===== config.mk =====
export PLATFORM = sky130hd
export DESIGN_NAME = rr_arbiter8
export DESIGN_NICKNAME = d
export VERILOG_FILES = /design/src/rtl/rr_arbiter8.sv
export SDC_FILE = /design/constraint.sdc
export NUM_CORES = 1
export LEC_CHECK = 0
export BUFFER_PORTS_ARGS = -buffer_cell sky130_fd_sc_hd__buf_2
export CAP_MARGIN = 40
export CORE_MARGIN = 2
export CORE_UTILIZATION = 58
export DETAILED_ROUTE_END_ITERATION = 7
export PLACE_DENSITY = 0.77
export SLEW_MARGIN = 25
export SYNTH_ARGS = -nofsm -noshare
export SYNTH_HDL_FRONTEND = slang
export SYNTH_SLANG_ARGS = --single-unit

===== constraint.sdc =====
create_clock -name clk -period 4.2 [get_ports clk]
set_input_delay 0.84 -clock clk [delete_from_list [all_inputs] [get_ports clk]]
set_output_delay 0.84 -clock clk [all_outputs]
set_load 0.01 [all_outputs]

===== src/rtl/rr_arbiter8.sv =====
// rtl/rr_arbiter8.sv - 8-way round-robin arbiter with hold limit and encoded grant index
module rr_arbiter8 #(
    parameter int unsigned MAX_HOLD = 16
) (
    input  logic       clk,
    input  logic       rst_n,
    input  logic [7:0] req,
    output logic [7:0] gnt,
    output logic [2:0] gnt_id,
    output logic       gnt_valid,
    output logic       expired
);

    typedef enum logic {IDLE, GRANT} state_t;

    localparam logic [7:0] HOLD_LIMIT = 8'(MAX_HOLD);

    state_t     state;
    logic [2:0] ptr;
    logic [7:0] cnt;
    logic [2:0] pick;
    logic       pick_ok;
    logic [2:0] idx;
    logic       hold_done;

    // Walk from the farthest offset back to ptr so the nearest requester wins.
    always_comb begin
        pick    = ptr;
        pick_ok = 1'b0;
        idx     = ptr;
        for (int k = 7; k >= 0; k--) begin
            idx = ptr + 3'(k);
            if (req[idx]) begin
                pick    = idx;
                pick_ok = 1'b1;
            end
        end
    end

    assign hold_done = (HOLD_LIMIT != 8'd0) && (cnt >= HOLD_LIMIT);

    always_ff @(posedge clk or negedge rst_n) begin
        if (!rst_n) begin
            state     <= IDLE;
            ptr       <= 3'd0;
            cnt       <= 8'd0;
            gnt       <= 8'h00;
            gnt_id    <= 3'd0;
            gnt_valid <= 1'b0;
            expired   <= 1'b0;
        end else begin
            expired <= 1'b0;
            case (state)
                IDLE: begin
                    if (pick_ok) begin
                        gnt       <= 8'b1 << pick;
                        gnt_id    <= pick;
                        gnt_valid <= 1'b1;
                        cnt       <= 8'd1;
                        state     <= GRANT;
                    end
                end
                GRANT: begin
                    if (!req[gnt_id] || hold_done) begin
                        // gnt_id is left untouched so the last winner stays readable.
                        gnt       <= 8'h00;
                        gnt_valid <= 1'b0;
                        expired   <= req[gnt_id];
                        ptr       <= gnt_id + 3'd1;
                        state     <= IDLE;
                    end else if (cnt != 8'hFF) begin
                        cnt <= cnt + 8'd1;
                    end
                end
                default: state <= IDLE;
            endcase
        end
    end

endmodule


# [Word level (Yosys, flattened, before mapping)]
# Index checks and enable logic that the tools add are counted.
[word_totals] register_bits=25 input_bits=10 output_inout_bits=13 elab_cells=88
[op_classes] add_sub_neg=9 order_cmp=10 n_eq_ne=5 shift=1 n_mux=49 n_bitwise=1 n_reduce_logical=6
[ops] op="8-bit 2-to-1 mux" n=5
[ops] op="3-bit by 4-bit < comparator with 1-bit output, second input constant" n=9
[ops] op="8-bit case mux with 2 select lines" n=2
[ops] op="1-bit binary-select mux with 3-bit select" n=9
[ops] op="3-bit 2-to-1 mux" n=8
[ops] op="1-bit 2-to-1 mux" n=23
[ops] op="3-bit adder, second input constant" n=4
[ops] op="8-bit by 1-bit adder with 8-bit output, second input constant" n=1
[ops] op="8-bit by 5-bit greater-or-equal comparator with 1-bit output, second input constant" n=1
[ops] op="8-bit != test, second input constant" n=1
[ops] op="1-bit by 3-bit << shifter with 8-bit output, first input constant" n=1
[ops] op="3-bit by 1-bit adder with 3-bit output, second input constant" n=2
[ops] op="3-bit by 2-bit adder with 3-bit output, second input constant" n=2
[ops] op="2-bit AND reduction" n=3
[ops] op="2-bit by 1-bit != test with 1-bit output, second input constant" n=2
[ops] op="2-bit != test, second input constant" n=2
[ops] op="1-bit case mux with 2 select lines" n=2
[ops] op="3-bit AND reduction" n=1
[ops] op="1-bit logical NOT" n=1
[ops] op="1-bit logical OR" n=1
[ops] op="1-bit NOT" n=1

# [Longest topological paths before layout]
[depth] ltp_word=14 mapped_depth=13 depth_no_buf=9

# [Worst setup path before layout]
# OpenSTA, ideal clock, no wires.
[synth_timing] path_kind="register to register" from="reg ptr[1]" to="reg gnt[1]" arrival_ps=2921 required_ps=4078 setup_slack_ps=1157 path_stages_with_launch=12 period_less_slack_ps=3043 path_cell_list="dfrtp_1 -> buf_2 -> inv_1 -> ha_1 -> buf_1 -> mux4_2 -> mux2i_1 -> o211ai_1 -> a31oi_1 -> xnor2_1 -> and2_1 -> a32o_1"
[synth_via] elab_chain_cells=14 elab_cells_between_ends=44 classes_between="add/sub (7); eq/ne (1); shift (1); mux (34); reduce/logical (1)"
[synth_lines] item="from (decl)" line="19" text="logic [2:0] ptr;"
[synth_lines] item="from (signal assigned)" line="69" text="ptr <= gnt_id + 3'd1;"
[synth_lines] item="3-bit adder" line="32" text="idx = ptr + 3'(k);"
[synth_lines] item="1-bit binary-select mux with 3-bit select" line="33" text="if (req[idx]) begin"
[synth_lines] item="1-bit 2-to-1 mux (not written as such)" line="33"
[synth_lines] item="3-bit 2-to-1 mux (8 in a row)" line="33"
[synth_lines] item="1-bit by 3-bit << shifter with 8-bit output" line="56" text="gnt <= 8'b1 << pick;"
[synth_lines] item="8-bit 2-to-1 mux" line="55" text="if (pick_ok) begin"
[synth_lines] item="8-bit case mux with 2 select lines" line="53" text="case (state)"
[synth_lines] item="to (signal assigned)" line="56"
[synth_lines] item="to (decl)" line="8" text="output logic [7:0] gnt,"
# Several ways; a longest one is shown, not always the timed one. The select of a mux whose other input is x is not followed.
# A chain may end at the register's enable or synchronous reset.

# [Worst setup path in the final report]
[layout_timing] from="reg ptr[1]" to="reg gnt[5]"
# Same word-level chain as after synthesis.

==> impl_metrics.py <==
metrics = {
    "logic_synthesis": {
        "synthAdderAreaFrac_pct": 3.27,
        "synth_top_family_by_area": "multiplexers",
        "synth_fp_nets": 194,
        "synth_cell_types": 47,
        "async_reset_ff_share_pct": 100,
        "synth_edf_count": 0,
        "yosys.area_share.xor_xnor_pct": 4.58,
        "synth-main-ff-cell": "dfrtp_1",
        "syn_area_um2": 1910,
        "yosysSeqAreaShare_pct": 32.7,
        "synthCells": 179,
        "muxShareOfSynthArea_pct": 25.6,
        "ys_seq_elements": 25,
        "synthSimpleGateAreaFrac_pct": 10.8,
        "yosysWarnings": 0,
        "avgSynthCellArea_um2": 10.7,
        "synth_compound_area_share_pct": 19.4,
    },
    "grt": {
        "grt_pass1_wl_um": 7180,
        "first_global_vias": 1553,
        "antenna_found_initial": 0,
        "grt_overflow": 0,
        "grt_max_degree": 26,
        "grt_usage_pct": 25.3,
    },
    "critical_path": {
        "worstPathArrival_ps": 3630,
        "r2r-start": "ptr[1]",
        "r2r-end": "gnt[5]",
        "crit_path_start_kind": "register",
        "criticalPathCategory": "register to register",
        "r2r_slack_ps": 830,
        "cp_max_fo": 12,
        "reg2regPathDepth": 9,
        "crit_path_end_kind": "register",
        "required_ps": 4460,
    },
    "route": {
        "wl_per_cell_um": 17.4,
        "dr.pass1.iters": 5,
        "routed-wl-met2_um": 2230,
        "drc": 0,
        "vias": 1606,
        "wl_met1_um": 1740,
        "routed_wl_um": 4220,
        "drt_iter0_drc": 157,
        "route.met3.wl_um": 177,
        "via_per_inst": 6.61,
        "antenna_left": 0,
        "top_layer": "met4",
    },
    "timing": {
        "hold_viol": 0,
        "worst_slew_pin_slew_ps": 743,
        "min_period_ps": 3370,
        "rsz0062_at_grt": "no",
        "fin_crit_sh_pct": 80.2,
        "clock.fmax_mhz": 297,
        "setup_viol": 0,
        "setup_ws_ps": 830,
        "max_slew_margin_pct": 50.3,
        "slew_violations": 0,
        "setup_tns_ps": 0,
        "skew_ps": 8.02,
    },
    "floorplanning": {
        "die_h_um": 61.5,
        "io_pins": 23,
        "die_area_um2": 3780,
        "initial_core_util_pct": 61.7,
        "die_x_um": 61.5,
        "num_rows": 20,
        "core_um2": 3100,
    },
    "clocking": {
        "ctsResizeCount": 0,
        "cts_max_path_buffers": 2,
        "ctsHoldBuffers": 0,
        "cts_sinks": 25,
        "h-tree-depth": 1,
        "clk_pin_slew_worst_paths_ps": 140,
        "post_cts_buffers": 0,
        "cts_tree": "yes",
        "clkLatencyLatePin_ps": 320,
        "root_buffer": "clkbuf_4",
        "cts-buffers-inserted": 3,
    },
    "finish": {
        "final_area_um2": 2080,
        "nets": 215,
        "multi_input_area_um2": 1220,
        "n_antenna_cell": 0,
        "regArea_um2": 626,
        "mostFrequentLayoutCells": "dfrtp_1 (25), buf_2 (22), nor2_1 (16)",
        "fillers": 269,
        "drive_gt1_share_pct": 24.1,
        "stdcell_count": 243,
        "layout_commonest_cell": "dfrtp_1",
        "synthToLayoutAreaGrowth_pct": 8.50,
    },
    "placement": {
        "dp_slack_ps": 972,
        "hpwl_um": 3260,
        "io_buffers": 22,
        "place_area_um2": 2050,
        "gp_congestion": 0.970,
        "place_inst": 239,
    },
    "job": {
        "maxCapViolations": 0,
    },
    "hold_path": {
        "hold_class": "primary input to asynchronous set/reset pin",
    },
    "status": {
        "status": "complete, no violations",
    },
}
==> critical path: stages, from the launching register on <==
cell,delay (ps)
dfrtp_1,370
inv_1,100
ha_1,580
mux4_2,610
mux2i_1,420
nand2_1,180
nor2_1,190
nor2_1,200
nor2_1,460
a32o_1,200
==> how the worst max path moves through the flow <==
stage	start	end	depth (start not counted)
after floorplan	ptr[1]	gnt[1]	11
after global placement	ptr[1]	gnt[1]	9
after detailed placement	ptr[1]	gnt[5]	9
after CTS	ptr[1]	gnt[5]	9
after global routing	ptr[1]	gnt[7]	9
final	ptr[1]	gnt[5]	9
==> layer usage <==
layer  up-vias  track usage (%)
li1        738                -
met4         0             8.21
met3         9             2.31
met1       811             32.0
met5         -                0
met2        48             45.7
==> logic make-up (layout without fill, tap and decap cells) <==
family / after synthesis / after routing
muxes: 32 / 32
DFF: 25 / 25
and+or+nand+nor: 44 / 44
buffers and inverters: 14 / 34
AOI/OAI and AO/OA: 49 / 49
xor gates and xnor gates: 10 / 10
adders and majority gates: 5 / 5
==> through the flow <==
stage | util, % | hold WS [ps]
global placement | 66.0 | 472
global route | 66.9 | 507
floorplan | - | 454
finish | 66.9 | 483
detailed placement | 66.0 | 476
CTS | 66.9 | 499
==> synthesized netlist by cell type, types with 2 or more instances <==
master    number  area, um^2
nor2b_1        2        12.5
o21ai_1        3        15.0
clkbuf_1       2        7.51
o211ai_1       4        30.0
o31ai_1        2        15.0
buf_4          2        15.0
ha_1           5        62.6
mux2_2         4        45.0
and2_1         2        12.5
dfrtp_1       25         626
nor2_1        16        60.1
a22o_1         3        26.3
a211oi_1       2        15.0
xnor2_1        6        52.6
a32o_1         8        80.1
xor2_1         4        35.0
mux4_2        13         293
nand2_1       15        56.3
a21oi_1        5        25.0
o21ai_0        4        20.0
a31oi_1        7        43.8
buf_2          2        10.0
mux2i_1       13         130
inv_1          6        22.5
mux2_1         2        22.5
==> area by class of cell <==
| class | count | area share (%) |
|---|---|---|
| clock buffer | 3 | 1.08 |
| clock inverter | 1 | 0.361 |
| inverter | 6 | 1.08 |
| multi-input combinational | 140 | 58.7 |
| sequential | 25 | 30.1 |
| tap | 44 | 2.65 |
| timing repair buffer | 24 | 6.02 |
==> flip-flops by register name, summed over array words and instances, names as in the netlist <==
name / flops
gnt_id: 3
expired: 1
gnt_valid: 1
cnt: 8
ptr: 3
gnt: 8
state: 1
Power is left out: the tool's default activity adds up to more than one toggle a clock period on the data nets, which glitch-free logic cannot reach.
